$ cat src/rtl/uart_loader.sv
// uart_loader: host serial download endpoint.
// Receives 8N1 UART bytes and parses the command 'S' (0x53), a 4-byte LE
// address, a 4-byte LE length, then that many payload bytes. Each payload byte
// is issued as a single-beat byte write on the mem_* request port.
//
// Optional feature macro: UART_LOADER_CHECKSUM_EN
//   When defined, one extra byte follows the payload. It must equal the XOR of
//   all payload bytes; a mismatch sets the sticky err_csum flag. When the macro
//   is undefined, err_csum is tied low.
//
// Ports:
//   g_clk, g_resetn      clock, async active-low reset
//   uart_rxd             serial input (idle high, asynchronous)
//   mem_req / mem_gnt    write request valid / accepted this cycle
//   mem_addr             word-aligned byte address
//   mem_wdata            payload byte replicated into all four lanes
//   mem_strb             one-hot byte strobe for addr[1:0]
//   busy                 load in progress ('S' accepted, final write pending)
//   done                 one-cycle pulse when a load completes
//   err_frame            sticky: stop bit sampled low
//   err_overrun          sticky: byte arrived while a write was pending
//   err_csum             sticky: payload checksum mismatch (feature build only)
module uart_loader #(
  parameter int CLK_HZ   = 50_000_000,
  parameter int BIT_RATE = 115200
) (
  input  logic        g_clk,
  input  logic        g_resetn,
  input  logic        uart_rxd,
  output logic        mem_req,
  input  logic        mem_gnt,
  output logic [31:0] mem_addr,
  output logic [31:0] mem_wdata,
  output logic [3:0]  mem_strb,
  output logic        busy,
  output logic        done,
  output logic        err_frame,
  output logic        err_overrun,
  output logic        err_csum
);

  localparam int CYCLES_PER_BIT = CLK_HZ / BIT_RATE;
  localparam int CW             = $clog2(CYCLES_PER_BIT + 1);
  localparam logic [CW-1:0] BIT_LAST  = CW'(CYCLES_PER_BIT - 1);
  localparam logic [CW-1:0] HALF_LAST = CW'(CYCLES_PER_BIT / 2 - 1);

  // ---------------------------------------------------------------- receiver
  typedef enum logic [1:0] {RX_IDLE, RX_START, RX_DATA, RX_STOP} rx_state_t;

  rx_state_t     rx_state;
  logic          rxd_s1, rxd_s2, rxd_d;
  logic [CW-1:0] rx_cnt;
  logic [2:0]    rx_bit;
  logic [7:0]    rx_shift;
  logic          rx_valid;
  logic          rx_fall;

  // rxd_d is the edge register behind the synchroniser
  assign rx_fall = rxd_d & ~rxd_s2;

  always_ff @(posedge g_clk or negedge g_resetn) begin
    if (!g_resetn) begin
      rxd_s1    <= 1'b1;
      rxd_s2    <= 1'b1;
      rxd_d     <= 1'b1;
      rx_state  <= RX_IDLE;
      rx_cnt    <= '0;
      rx_bit    <= '0;
      rx_shift  <= '0;
      rx_valid  <= 1'b0;
      err_frame <= 1'b0;
    end else begin
      rxd_s1   <= uart_rxd;
      rxd_s2   <= rxd_s1;
      rxd_d    <= rxd_s2;
      rx_valid <= 1'b0;
      case (rx_state)
        RX_IDLE: if (rx_fall) begin
          rx_state <= RX_START;
          rx_cnt   <= '0;
        end
        // Mid-point of the start bit; a high line here was a glitch
        RX_START: if (rx_cnt == HALF_LAST) begin
          rx_cnt <= '0;
          rx_bit <= '0;
          rx_state <= rxd_s2 ? RX_IDLE : RX_DATA;
        end else rx_cnt <= rx_cnt + 1'b1;
        RX_DATA: if (rx_cnt == BIT_LAST) begin
          rx_cnt   <= '0;
          rx_shift <= {rxd_s2, rx_shift[7:1]};
          rx_bit   <= rx_bit + 3'd1;
          if (rx_bit == 3'd7) rx_state <= RX_STOP;
        end else rx_cnt <= rx_cnt + 1'b1;
        RX_STOP: if (rx_cnt == BIT_LAST) begin
          rx_cnt   <= '0;
          rx_state <= RX_IDLE;
          if (rxd_s2) rx_valid  <= 1'b1;
          else        err_frame <= 1'b1;
        end else rx_cnt <= rx_cnt + 1'b1;
        default: rx_state <= RX_IDLE;
      endcase
    end
  end

  // ------------------------------------------------------------------ parser
  typedef enum logic [2:0] {
    P_IDLE, P_ADDR, P_LEN, P_DATA, P_WRITE
`ifdef UART_LOADER_CHECKSUM_EN
    , P_CSUM
`endif
  } p_state_t;

  p_state_t    p_state;
  logic [31:0] addr, len;
  logic [1:0]  bcnt;
  logic [31:0] len_full;

  // Multi-byte fields shift in from the top so the first byte lands in [7:0]
  assign len_full = {rx_shift, len[31:8]};

`ifdef UART_LOADER_CHECKSUM_EN
  logic [7:0] csum;
`else
  assign err_csum = 1'b0;
`endif

  always_ff @(posedge g_clk or negedge g_resetn) begin
    if (!g_resetn) begin
      p_state     <= P_IDLE;
      addr        <= '0;
      len         <= '0;
      bcnt        <= '0;
      mem_req     <= 1'b0;
      mem_addr    <= '0;
      mem_wdata   <= '0;
      mem_strb    <= '0;
      busy        <= 1'b0;
      done        <= 1'b0;
      err_overrun <= 1'b0;
`ifdef UART_LOADER_CHECKSUM_EN
      csum        <= '0;
      err_csum    <= 1'b0;
`endif
    end else begin
      done <= 1'b0;
      case (p_state)
        P_IDLE: if (rx_valid && rx_shift == 8'h53) begin
          busy    <= 1'b1;
          bcnt    <= '0;
          p_state <= P_ADDR;
`ifdef UART_LOADER_CHECKSUM_EN
          csum    <= '0;
`endif
        end
        P_ADDR: if (rx_valid) begin
          addr <= {rx_shift, addr[31:8]};
          bcnt <= bcnt + 2'd1;
          if (bcnt == 2'd3) p_state <= P_LEN;
        end
        P_LEN: if (rx_valid) begin
          len  <= len_full;
          bcnt <= bcnt + 2'd1;
          if (bcnt == 2'd3) begin
            if (len_full == '0) begin
              done    <= 1'b1;
              busy    <= 1'b0;
              p_state <= P_IDLE;
            end else p_state <= P_DATA;
          end
        end
        P_DATA: if (rx_valid) begin
          mem_req   <= 1'b1;
          mem_addr  <= {addr[31:2], 2'b00};
          mem_wdata <= {4{rx_shift}};
          mem_strb  <= 4'b0001 << addr[1:0];
          p_state   <= P_WRITE;
`ifdef UART_LOADER_CHECKSUM_EN
          csum      <= csum ^ rx_shift;
`endif
        end
        // Request fields stay frozen here; a byte arriving now is lost
        P_WRITE: begin
          if (rx_valid) err_overrun <= 1'b1;
          if (mem_gnt) begin
            mem_req <= 1'b0;
            addr    <= addr + 32'd1;
            len     <= len - 32'd1;
            if (len == 32'd1) begin
`ifdef UART_LOADER_CHECKSUM_EN
              p_state <= P_CSUM;
`else
              done    <= 1'b1;
              busy    <= 1'b0;
              p_state <= P_IDLE;
`endif
            end else p_state <= P_DATA;
          end
        end
`ifdef UART_LOADER_CHECKSUM_EN
        P_CSUM: if (rx_valid) begin
          if (rx_shift != csum) err_csum <= 1'b1;
          done    <= 1'b1;
          busy    <= 1'b0;
          p_state <= P_IDLE;
        end
`endif
        default: p_state <= P_IDLE;
      endcase
    end
  end

endmodule

$ cat config.mk
export PLATFORM = sky130hd
export DESIGN_NAME = uart_loader
export DESIGN_NICKNAME = d
export VERILOG_FILES = /design/src/rtl/uart_loader.sv
export SDC_FILE = /design/constraint.sdc
export NUM_CORES = 1
export LEC_CHECK = 0
export CAP_MARGIN = 5
export CORE_ASPECT_RATIO = 1.1
export CORE_MARGIN = 2
export CORE_UTILIZATION = 25
export CTS_BUF_LIST = sky130_fd_sc_hd__clkbuf_8
export CTS_CLUSTER_SIZE = 20
export DETAILED_ROUTE_END_ITERATION = 7
export DONT_BUFFER_PORTS = 1
export PLACE_DENSITY = 0.4
export REMOVE_ABC_BUFFERS = 1
export SLEW_MARGIN = 20
export SYNTH_ARGS = -nofsm -noshare
export SYNTH_HDL_FRONTEND = slang
export SYNTH_SLANG_ARGS = --single-unit
$ cat constraint.sdc
create_clock -name g_clk -period 5.7 [get_ports g_clk]
set_input_delay 1.71 -clock g_clk [delete_from_list [all_inputs] [get_ports g_clk]]
set_output_delay 1.71 -clock g_clk [all_outputs]
set_load 0.02 [all_outputs]
# ---- Word level (Yosys, flattened, before mapping)
# Cells that the tools add are included.
dict set report word_totals {
  register_bits 166
  in_bits 4
}
dict set report classes {
  add_sub_neg 5
  n_eq_ne 28
  shifts 1
  muxes 52
  bitwise 2
  n_reduce_logical 24
}
# cell count
set ops {}
lappend ops {{$mux 32} 4}
lappend ops {{$pmux 32 s2} 2}
lappend ops {{$add 32x1->32 const B} 1}
lappend ops {{$eq 32x1->1 const B} 1}
lappend ops {{$logic_not 32->1} 1}
lappend ops {{$sub 32x1->32 const B} 1}
lappend ops {{$ne 2x2->1 const B} 14}
lappend ops {{$mux 3} 9}
lappend ops {{$mux 9} 3}
lappend ops {{$pmux 9 s3} 1}
lappend ops {{$mux 2} 10}
lappend ops {{$reduce_and 3->1} 6}
lappend ops {{$mux 1} 16}
lappend ops {{$pmux 3 s5} 1}
lappend ops {{$reduce_and 7->1} 2}
lappend ops {{$reduce_bool 2->1} 5}
lappend ops {{$add 9x1->9 const B} 1}
lappend ops {{$eq 9x8->1 const B} 1}
lappend ops {{$eq 9x9->1 const B} 1}
lappend ops {{$eq 8x7->1 const B} 1}
lappend ops {{$pmux 2 s4} 1}
lappend ops {{$eq 2x2->1 const B} 3}
lappend ops {{$eq 3x2->1 const B} 2}
lappend ops {{$eq 3x3->1 const B} 2}
lappend ops {{19 further kinds} 23}

# ---- Logic depth before layout (Yosys ltp)
# Gate-level depths: netlist of run 1.
dict set report logic_depth {
  word_depth 5
  depth_mapped 8
  mapped_depth_nobuf 7
}

# ---- Worst setup path before layout of run 1
# Ideal clock, no wire load.
dict set report synth_timing {
  kind {input-to-reg}
  startpoint {in mem_gnt}
  endpoint {reg done}
  setup_time_ps 125
  arrival_ps 2745
  path_slack_ps 2829
  cell_stages 5
  path_cell_list {nand3b_1 -> a21o_1 -> clkbuf_1 -> or3_1 -> a2111oi_0}
}
dict set report synth_via {
  elab_chain_len 2
}
# item line_no
set synth_lines {}
lappend synth_lines {{start: declaration} 31} ;# input logic mem_gnt,
lappend synth_lines {{$mux 1} 184} ;# if (mem_gnt) begin
lappend synth_lines {{$pmux 1 s2} 146} ;# case (p_state)
lappend synth_lines {{end signal: assignment} 145} ;# done <= 1'b0;
lappend synth_lines {{end signal: assignment} 165} ;# done <= 1'b1;
lappend synth_lines {{end signal: assignment} 192} ;# done <= 1'b1;
lappend synth_lines {{end: declaration} 36} ;# output logic done,
# Every way passes these cells.
# A chain may end at the register's enable or synchronous reset.

==> results.txt, run 1 <==
- In the global route stage, overall resource usage came out at 0.140.
- Setup repair after global routing left no endpoint under its margin.
- In this run the cell area of the synthesized design comes to a little under 8000 um2.
* Max cap viols: 0
* Finished Cell Area: about 8300 um2
* Sequential area share after synthesis: 0.459
- Count of flip-flops with a built-in enable after synthesis: 0
- Gate count of the mapped netlist: 808
- Overall overflow remaining after global route: 0
* Number of setup violations in the final report: 0
* Core Box Area: 30500 um2
- STA classifies the critical path endpoint as an output pin.
- Synthesis instantiated 60 different standard cells from the library.
* TritonCTS Sinks: 142
* Post-synth ARST share: 1.00
- Antenna Violating Nets Remaining: 0
- The worst hold path belongs to the class reg2reg.
- Via count normalized by instance count: a little over 5
- For the worst setup path, the data required time is roughly 4000 ps.
* Outcome: completed
- Setup clock skew after layout: ~20 ps
- Static timing analysis puts the maximum clock frequency at 328 MHz.
* Period minus WS final: around 3100 ps
- Routed length per placed instance: about 18 um
- STA classifies the critical path startpoint as a flip-flop.
- The final number of hold-violating endpoints is 0.
- # DRC: 0
- Number of buffers created by CTS: 17
* Layout net count: a little under 800
- Count of cells resized by post-cts repair: 0
* Final total negative setup slack: 0 ps
- Counting the fill cells in the layout gives 3279.
- Synthesis inferred roughly 140 register bits.
- After legalization and detailed placement, the total HPWL measured 13900 um.
* Post-cts hold buffer count: 0
- CTS placed an instance of clkbuf_8 at the clock tree root.
* Capture point of the worst reg-to-reg path: len[30]
- Syn-to-layout area delta: 7.57%
* Layout cells sized above 1: 0.134
- The finished layout holds around 1200 standard cells, fillers aside.
- In this run the count of I/O pins placed on the die edge is just under 80.
* Launching element of the worst setup path: mem_wdata[26]
- The H-tree was split into 4 levels.
- The initialized floorplan defines between 60 and 70 standard-cell rows.
* Violation count after the first detailed-routing iteration: approximately 310
* Length in cells of the worst reg-to-reg path: 5
- Number of antenna violations at the first check in global routing: 0
- Measured along the x axis, the die boundary spans approximately 170 um.
- Latest clock arrival within the worst-skew pair: 470 ps
* Routed wire length: between 20000 and 25000 um
- LEAKAGE: roughly 0.0035 uW
- Slew Limit Headroom: 0.348
- After synthesis, the mean cell area works out to 9.59 um2.
- The Yosys step of the flow raised 0 warnings.
- CP endpoint: mem_wdata[10]
- The die is around 190 um tall.
- The worst setup path is of the reg2out kind.
- Buffer depth of the longest clock path: 2
* Final-report max-slew violation count: 0
- Arrival time at the worst endpoint: 1340 ps
- Number of antenna diodes: 0
- Actual slew at the worst max-slew pin: around 1000 ps
- Dpl cell area: a little under 8000 um2
- Wire length of the first global-routing pass: 35500 um
* Largest net degree at the start of global routing: ~140
* Peak VDD IR: between 0.00015 and 0.0002 V
- Fraction of the cycle the final worst path needs: 0.535
- The number of setup buffers added after CTS is 0.
* GP Congestion: roughly 0.72
- For this run, the detailed router's first-pass iteration total came to 5.
- Along the worst hold path, the cell count comes to 0.
- The count of buffers added on input and output ports is 0.
* Clock transition at the register clock pins on the worst setup and hold paths after CTS: roughly 90 ps
* R2R Path Start: len[10]
- Util after Layout: 0.273
* Clock tree from TritonCTS: done
- Area of the die: between 30000 and 40000 um2
* Power per unit of standard cell area: between 200 and 250 nW/um2
- Detailed routing inserted a total of between 6000 and 7000 vias.
* Effective utilization at floorplan: 0.254
- Along the worst path, the maximum fanout reaches 5.
- Worst setup slack for register-to-register paths: 2900 ps
- Via count of the first global-routing pass: 6081
* Logic depth of the worst setup path including buffers: 0
- Power comes to between 1500 and 2000 uW.
* Dominant synthesized flop cell: dfrtp_1
- Footprint of the multi-input gates: ~3700 um2
* Number of placed instances with taps included: 1150
- Summing all flip-flop and latch instances after layout gives 3560 um2.
per-layer routing:
metal | up-vias | global-route usage | routed length [um]
met4 | 0 | 0.0440 | 283
met5 | - | 0 | 0
li1 | 2891 | - | -
met3 | 13 | 0.0370 | 1020
met2 | 96 | 0.221 | 10300
met1 | 3002 | 0.186 | 10100
flip-flops by register name (all words and copies together), names as in the netlist, 2 cells and up, named ones only:
signal	cells
addr	32
len	32
mem_addr	30
rx_cnt	9
mem_wdata	8
rx_shift	8
mem_strb	4
p_state	3
rx_bit	3
bcnt	2
final cells by class:
type | instances | area share
Clock buffer | 17 | 0.0281
Inverter | 20 | 0.00901
Sequential cell | 142 | 0.427
Multi-Input combinational cell | 567 | 0.448
Clock inverter | 15 | 0.0180
Timing Repair Buffer | 8 | 0.00766
Tap cell | 414 | 0.0622
power breakdown:
part	internal, uW	total, uW	switching [uW]
Sequential	1020	1040	16.9
Combinational	35.0	89.9	54.9
Clock	387	824	437
Total	1440	1950	508
layout by cell type, fill, tap and decap left out, types with 5 or more instances in the layout:
master / n
a211oi_1: 7
a21o_1: 13
a21oi_1: 53
a22oi_1: 9
a2bb2oi_1: 9
a31oi_1: 13
a41o_1: 5
and3_1: 15
and4_1: 5
buf_4: 7
clkbuf_8: 17
clkinv_4: 5
dfrtp_1: 139
ha_1: 12
inv_1: 22
mux2_2: 50
mux2i_1: 5
nand2_1: 58
nand3_1: 32
nand4_1: 14
nor2_1: 44
nor3_1: 25
nor3b_1: 8
nor4_1: 16
o211ai_1: 6
o21a_1: 6
o21ai_0: 58
o22a_1: 15
o22ai_1: 11
o2bb2ai_1: 7
o41ai_1: 7
or3_1: 9
cells in the mapped netlist, types with 5 or more instances:
cell type | n | share of area
a211oi_1 | 7 | 0.0068
a21o_1 | 13 | 0.013
a21oi_1 | 55 | 0.036
a22oi_1 | 9 | 0.0087
a2bb2oi_1 | 9 | 0.010
a31oi_1 | 13 | 0.010
a41o_1 | 5 | 0.0065
and3_1 | 15 | 0.012
and4_1 | 5 | 0.0057
buf_4 | 27 | 0.026
clkbuf_1 | 49 | 0.024
dfrtp_1 | 139 | 0.45
ha_1 | 12 | 0.019
inv_1 | 20 | 0.0097
mux2_2 | 50 | 0.073
mux2i_1 | 5 | 0.0065
nand2_1 | 58 | 0.028
nand3_1 | 32 | 0.021
nand4_1 | 14 | 0.011
nor2_1 | 44 | 0.021
nor3_1 | 25 | 0.016
nor3b_1 | 9 | 0.0087
nor4_1 | 16 | 0.013
o211ai_1 | 6 | 0.0058
o21a_1 | 6 | 0.0058
o21ai_0 | 58 | 0.037
o22a_1 | 15 | 0.017
o22ai_1 | 11 | 0.0089
o2bb2ai_1 | 7 | 0.0079
o41ai_1 | 7 | 0.0079
or3_1 | 9 | 0.0073
how the worst min path moves through the flow:
stage | start | end | slack [ps]
after global placement | rxd_s1 | rxd_s2 | 350
after CTS | rxd_s1 | rxd_s2 | 370
after floorplan | rxd_s1 | rxd_s2 | 350
after global routing | rxd_s1 | rxd_s2 | 370
final | rxd_s1 | rxd_s2 | 370
after detailed placement | rxd_s1 | rxd_s2 | 350
per-stage QoR:
| step | worst slack (ps) | hold slack (ps) |
|---|---|---|
| floorplan | -2040 | 345 |
| global placement | 2300 | 346 |
| detailed placement | 2320 | 354 |
| CTS | 2590 | 367 |
| global route | 2520 | 373 |
| finish | 2650 | 365 |
kinds of logic (layout without fill, tap and decap cells):
family / Yosys count / in the layout / synth area share
other: 1 / 3 / 0.000484
buffers and inverters: 101 / 60 / 0.0622
AO/OA/AOI/OAI: 244 / 244 / 0.208
flip-flops: 142 / 142 / 0.459
adder cells (fa/ha/maj): 12 / 12 / 0.0194
AND/OR/NAND/NOR: 251 / 251 / 0.169
XOR/XNOR: 2 / 2 / 0.00226
multiplexers: 55 / 55 / 0.0791
(Power assumes the default switching activity.)
==> inputs of run 2 (changes only) <==
Settings changed: PLACE_DENSITY 0.4 to 0.42.
Clock period 5.7 ns to 2.5 ns, I/O delays scaled along.
==> run 2 against run 1 <==
Net effect:
- the flow now finishes with violations (hold timing)
- die area stayed put
- core utilization is 1.3 points higher
- sequential share of layout area is 2.0 points lower
- via count is 3.7% higher
- non-clock buffer count is 43 higher
- critical endpoint is now len[29]
==> results.txt, run 2 (synthesis results as in run 1) <==
* Start-to-end type of the worst setup path: reg2reg
- Final-report max-slew violation count: 0
- Slowest CP cell: or4b_4
- Type of destination of the critical path: flip-flop
- Final total negative setup slack: 0 ps
- Data required time at the worst endpoint: roughly 2900 ps
* Kind of cell with the highest combined delay on the critical path: simple AND/OR/NAND/NOR gates
* Largest fanout on the critical path: 6
- Across the run, the number of max-cap violations was 0.
- Once detail routing completed, the nets flagged for antenna violations numbered 0.
- Total global routing track utilization: 0.142
* Most frequent standard cell in the layout excluding fill and tap cells: dfrtp_1
- Area of the die: roughly 32000 um2
- In the final layout, the registers with the most flip-flops are addr (32), len (32), mem_addr (30).
* Setup repair after global routing missed its margin: false
* Worst hold slack across all endpoints: -23.1 ps
- The clock period could shrink to roughly 2400 ps.
* Largest net degree at the start of global routing: about 140
- The first global-routing pass estimated roughly 36000 um of wire.
* Setup clock skew after layout: 11.7 ps
- Setup slack of the critical path after layout: roughly 110 ps
- STA puts the critical path data arrival time at ~2800 ps.
* Power per unit of standard cell area: 511 nW/um2
* Layout net count: around 820
- Counting along the longest clock path gives a buffer depth of 2.
* CP startpoint kind: flip-flop
* Horizontal extent of the die: 172 um
- Syn-to-layout area delta: 12.7%
- In this run the vertical extent of the chip is 189 um.
- In this run the tool buffered the top-level ports with 0 buffer cells.
- VDD sags by at most 0.000316 V.
- Most frequent cells in the layout: dfrtp_1 (139), nand2_1 (58), o21ai_0 (58)
* Clock root buffer: clkbuf_8
- Count of pins on the block boundary: 78
- Routability-driven placement finished with a final weighted congestion of 0.792.
- The clock drives ~140 sinks.
* LEAKAGE: roughly 0.0038 uW
- The wire-length estimate of the detail-placed layout is around 15000 um.
- Total via count after detailed routing: 6222
* Clock transition at the register clock pins on the worst setup and hold paths after CTS: roughly 90 ps
* Layout cells sized above 1: 0.179
- For this run the aggregate overflow at the end of global routing stands at 0.
- Maximum clock frequency: between 400 and 500 MHz
- The finished cells cover approximately 8700 um2.
- For the pin with the worst max-slew slack, the measured transition is around 770 ps.
* # rows: 67
* Number of antenna diodes: 0
* Latest clock arrival within the worst-skew pair: roughly 460 ps
* Hold WC Path Type: in2async
- Outcome: complete, but fails checks
- Routed wire length: approximately 22000 um
* Dpl cell area: ~8300 um2
- Setup slack on the worst reg-to-reg path comes out at 110 ps.
- Number of setup violations in the final report: 0
- Worst slack at placement: approximately 140 ps
- In the final routed layout, each cell accounts on average for roughly 18 um.
- # fillers: ~3300
- Chain of cells forming the critical path: or4_4, or4b_4, or4b_1, a21oi_1, o22a_1
- Via count normalized by instance count: 5.08
* Number of detailed-routing iterations run before antenna repair: 5
* Via count of the first global-routing pass: between 6000 and 7000
- The initial antenna violation count was 0.
- Violation count after the first detailed-routing iteration: between 300 and 400
* Setup fix buffers added after clock tree synthesis: 0
* Number of buffers created by CTS: 17
* Clock tree from TritonCTS: done
* Buffering stage count on the worst path with inverters included: 0
- In the routed design, unresolved DRC markers number 0.
* Delay of the slowest cell on the worst path: between 500 and 600 ps
- The clock tree synthesis step divided the H-tree into 4 levels.
- Effective utilization at floorplan: 0.254
- Core Box Area: around 31000 um2
- The final reports fail on hold timing.
- Fraction of the cycle the final worst path needs: 0.958
- Slew Limit Headroom: 0.486
- The final number of hold-violating endpoints is between 40 and 50.
[run 2: cell count changes in the layout (fill, tap and decap cells not counted), sizes merged]
cell,before,now
clkinvlp,2,1
clkbuf,17,21
inv,23,25
buf,8,51
clkinv,8,3
[run 2: final cells by class]
| class | count | area [um2] | area share |
|---|---|---|---|
| Multi-Input combinational cell | 567 | 3750 | 0.429 |
| Sequential cell | 142 | 3560 | 0.407 |
| Tap cell | 414 | 518 | 0.0593 |
| Timing Repair Buffer | 51 | 445 | 0.0510 |
| Clock buffer | 21 | 289 | 0.0331 |
| Clock inverter | 11 | 101 | 0.0116 |
| Inverter | 20 | 75.1 | 0.00859 |
[run 2: where the power goes]
part / total, uW / leakage (uW) / switching, uW / internal (uW)
Combinational: 216 / 0.00171 / 129 / 86.9
Sequential: 2370 / 0.00182 / 38.8 / 2330
Clock: 1880 / 0.000218 / 905 / 970
Total: 4460 / 0.00375 / 1070 / 3390
[run 2: timing repair]
action | in CTS | in global routing
resized for setup | 0 | 2
endpoints found under the setup margin | 0 | 2
endpoints found under the hold margin | 139 | 139
[run 2: stage by stage]
stage	utilization	total power (uW)	hold slack, ps	instances
3_5_place_dp	0.273	2640	347	1194
6_report	0.286	4460	-23.1	1226
3_3_place_gp	0.273	2640	347	1194
5_1_grt	0.286	4670	-61.6	1226
4_1_cts	0.286	4540	-49.9	1226
2_1_floorplan	-	2560	345	729
[run 2: worst paths after layout]
| check | start | end | cells after the start |
|---|---|---|---|
| worst min-delay path | g_resetn | bcnt[1] | 0 |
| worst max register to register | len[3] | len[29] | 5 |
| max in group asynchronous | g_resetn | rxd_d | 0 |
| min in group g_clk | uart_rxd | rxd_s1 | 0 |
| worst min register to register | rxd_s1 | rxd_s2 | 0 |
| worst max-delay path | len[3] | len[29] | 5 |
[run 2: metal layers]
layer / vias up / global-route usage / part of all wire
li1: 2982 / - / -
met1: 3089 / 0.185 / 0.46
met2: 120 / 0.231 / 0.48
met3: 31 / 0.0317 / 0.042
met4: 0 / 0.0501 / 0.023
met5: - / 0 / 0
==> inputs of run 3 (changes only) <==
Settings changed: CORE_MARGIN 2 to 3, GPL_TIMING_DRIVEN from default to 0.
==> run 3 against run 2 <==
Net effect:
- the flow still finishes with violations (hold timing)
- clock power up 4%
- combinational power fell by 7%
- count of clock-buffer cells in the layout decreased by 2
- clock skew is 5.0 ps higher
- sequential power about the same
- final area down 0.95%
- hold slack improved by 9.9 ps
- register-to-register slack got worse by 80 ps
- maximum frequency is 3.1% lower
- cell count down 2.4%
- critical path type unchanged
==> results.txt, run 3 (synthesis results as in run 1) <==
- The worst pin sits at a relative slew slack of 0.423.
- Layout net count: roughly 800
- The final route contains approximately 6000 vias.
- Actual slew at the worst max-slew pin: 865 ps
* Total global routing track utilization: 0.131
* # fillers: 3217
- Of all nets on the critical path, the largest fanout is 8.
- Delay of the slowest cell on the worst path: 630 ps
- The initial antenna violation count came to 0.
- Hold WC Path Type: in2async
- The clock tree synthesis step divided the H-tree into 4 levels.
- The tree built by TritonCTS fans out to approximately 140 sinks.
* Clock tree from TritonCTS: done
* Buffer depth of the longest clock path: 2
- Timing would allow up to slightly above 400 MHz.
- Type of destination of the critical path: flip-flop
- The number of clock buffers added by TritonCTS is 17.
- Dividing the detail-routed wire length by the instance count gives between 15 and 20 um.
- LEAKAGE: approximately 0.0036 uW
- The core region is 30100 um2.
- For met1 alone, demand over resource in global routing was 0.173.
- The floorplan step set the die width to 174 um.
* Effective utilization at floorplan: 0.258
* Slowest CP cell: or4b_4
* Number of placed instances with taps included: 1153
* Period minus WS final: 2470 ps
* Data required time at the worst endpoint: ~2900 ps
* Worst setup slack for register-to-register paths: about 30 ps
* Syn-to-layout area delta: 11.7%
- Using the TritonRoute via totals, the vias-per-cell ratio works out to roughly 5.0.
- Violation count after the first detailed-routing iteration: 446
- Max cap viols: 0
* Latest clock arrival within the worst-skew pair: about 470 ps
* Final standard cell count with taps included and fillers excluded: ~1200
* Arrival time at the worst endpoint: ~2900 ps
- The layer flagged by global routing as most heavily used is met2.
- Summed over all layers, the global routing overflow is 0.
- Port Buf Inserts: 0
- Setup slack of the critical path after layout: ~30 ps
- The largest registers in the layout are addr (32), len (32), mem_addr (30).
* Die extent in y: 191 um
* Layout cells sized above 1: 0.178
- Fraction of the cycle the final worst path needs: 0.988
- At the end of routability-driven placement, the weighted congestion stood at between 0.7 and 0.8.
- The final number of hold-violating endpoints is 13.
- Chain of cells forming the critical path: or4_4, or4b_4, or4b_4, a21oi_2, o22a_1
- Clock-pin slew was measured on the worst setup and hold paths at about 90 ps.
- # rows: 66
- Largest net degree at the start of global routing: roughly 140
* Via count of the first global-routing pass: between 5000 and 6000
- Wire length of the first global-routing pass: between 30000 and 40000 um
- Routed wire length: between 20000 and 25000 um
* Setup repair after global routing missed its margin: true
- Kind of cell with the highest combined delay on the critical path: simple AND/OR/NAND/NOR gates
* CP startpoint kind: flip-flop
* Worst hold slack across all endpoints: -13.2 ps
- The count of nets left with antenna violations once routing finished came out at 0.
- Setup clock skew after layout: about 17 ps
* Final-report max-slew violation count: 0
- Outcome: complete, but fails checks
* Number of setup violations in the final report: 0
- Cell occurring most often along the worst timing path: or4b_4
- The pre-antenna-repair detailed-routing pass consisted of 4 iterations.
- The worst-case IR drop observed on VDD is approximately 0.00027 V.
* Detailed placer's ending HPWL: 14000 um
* Met3 usage in global routing: 0.0309
* Start-to-end type of the worst setup path: reg2reg
* Clock root buffer: clkbuf_8
- Util after Layout: 0.288
* Met2 GRT Util: 0.215
* Most frequent standard cell in the layout excluding fill and tap cells: dfrtp_1
* Power per unit of standard cell area: about 520 nW/um2
- Worst slack at placement: -293 ps
- The number of antenna diodes in the final layout is 0.
* Area of the die: about 33000 um2
* Buffering stage count on the worst path with inverters included: 0
- In the routed design, unresolved DRC markers number 0.
* Most frequent cells in the layout: dfrtp_1 (135), nand2_1 (58), o21ai_0 (58)
* Count of pins on the block boundary: 78
* Violations in the final reports: hold timing
## run 3: cell types whose count changed in the layout (fill, tap and decap cells not counted), sizes merged
cell / change
buf: -25
bufinv: -1
inv: +2
clkbuf: -2
clkinv: +1
or3b: +1
## run 3: power breakdown
group	internal [uW]	leakage, uW	total (uW)	switching (uW)
combinational	76.5	0.00159	200	123
clock	882	0.000205	1960	1080
sequential	2330	0.00182	2380	46.6
## run 3: worst paths after layout
kind,from,end,cells after the start
min in group g_clk,uart_rxd,rxd_s1,0
worst max-delay path,len[0],len[29],5
max in group asynchronous,g_resetn,rxd_s1,0
worst min-delay path,g_resetn,len[1],0
worst min register to register,rxd_s1,rxd_s2,0
worst max register to register,len[0],len[29],5
## run 3: stage by stage
step / hold WS, ps / power (uW) / cell area (um2) / setup TNS, ps
2_1_floorplan: 345 / 2560 / 7350 / -306300
3_3_place_gp: 346 / 2620 / 7860 / -632890
3_5_place_dp: 349 / 2620 / 8090 / -4670
4_1_cts: -52.0 / 4630 / 8570 / 0
5_1_grt: -53.4 / 4750 / 8650 / -37.7
6_report: -13.2 / 4540 / 8650 / 0
## run 3: layer usage
layer  vias to the layer above  share of wire
li1                       2954              -
met1                      2975           0.46
met2                        82           0.48
met3                        12          0.044
met4                         0         0.0098
met5                         -              0
## run 3: area by class of cell
| class | instances | area, um2 | area share |
|---|---|---|---|
| multi-input cells | 568 | 3830 | 0.442 |
| flip-flops and latches | 142 | 3560 | 0.412 |
| well taps | 408 | 510 | 0.0590 |
| repair buffers | 26 | 269 | 0.0311 |
| clock buffers | 19 | 262 | 0.0302 |
| clock inverters | 13 | 146 | 0.0169 |
| inverters | 20 | 75.1 | 0.00868 |
## run 3: timing repair
action	CTS	global route
gates cloned	0	1
hold endpoints to repair	139	139
gates resized for setup	8	10
endpoints found under the setup margin	35	39
pin swaps	3	4
buffers inserted	5	5
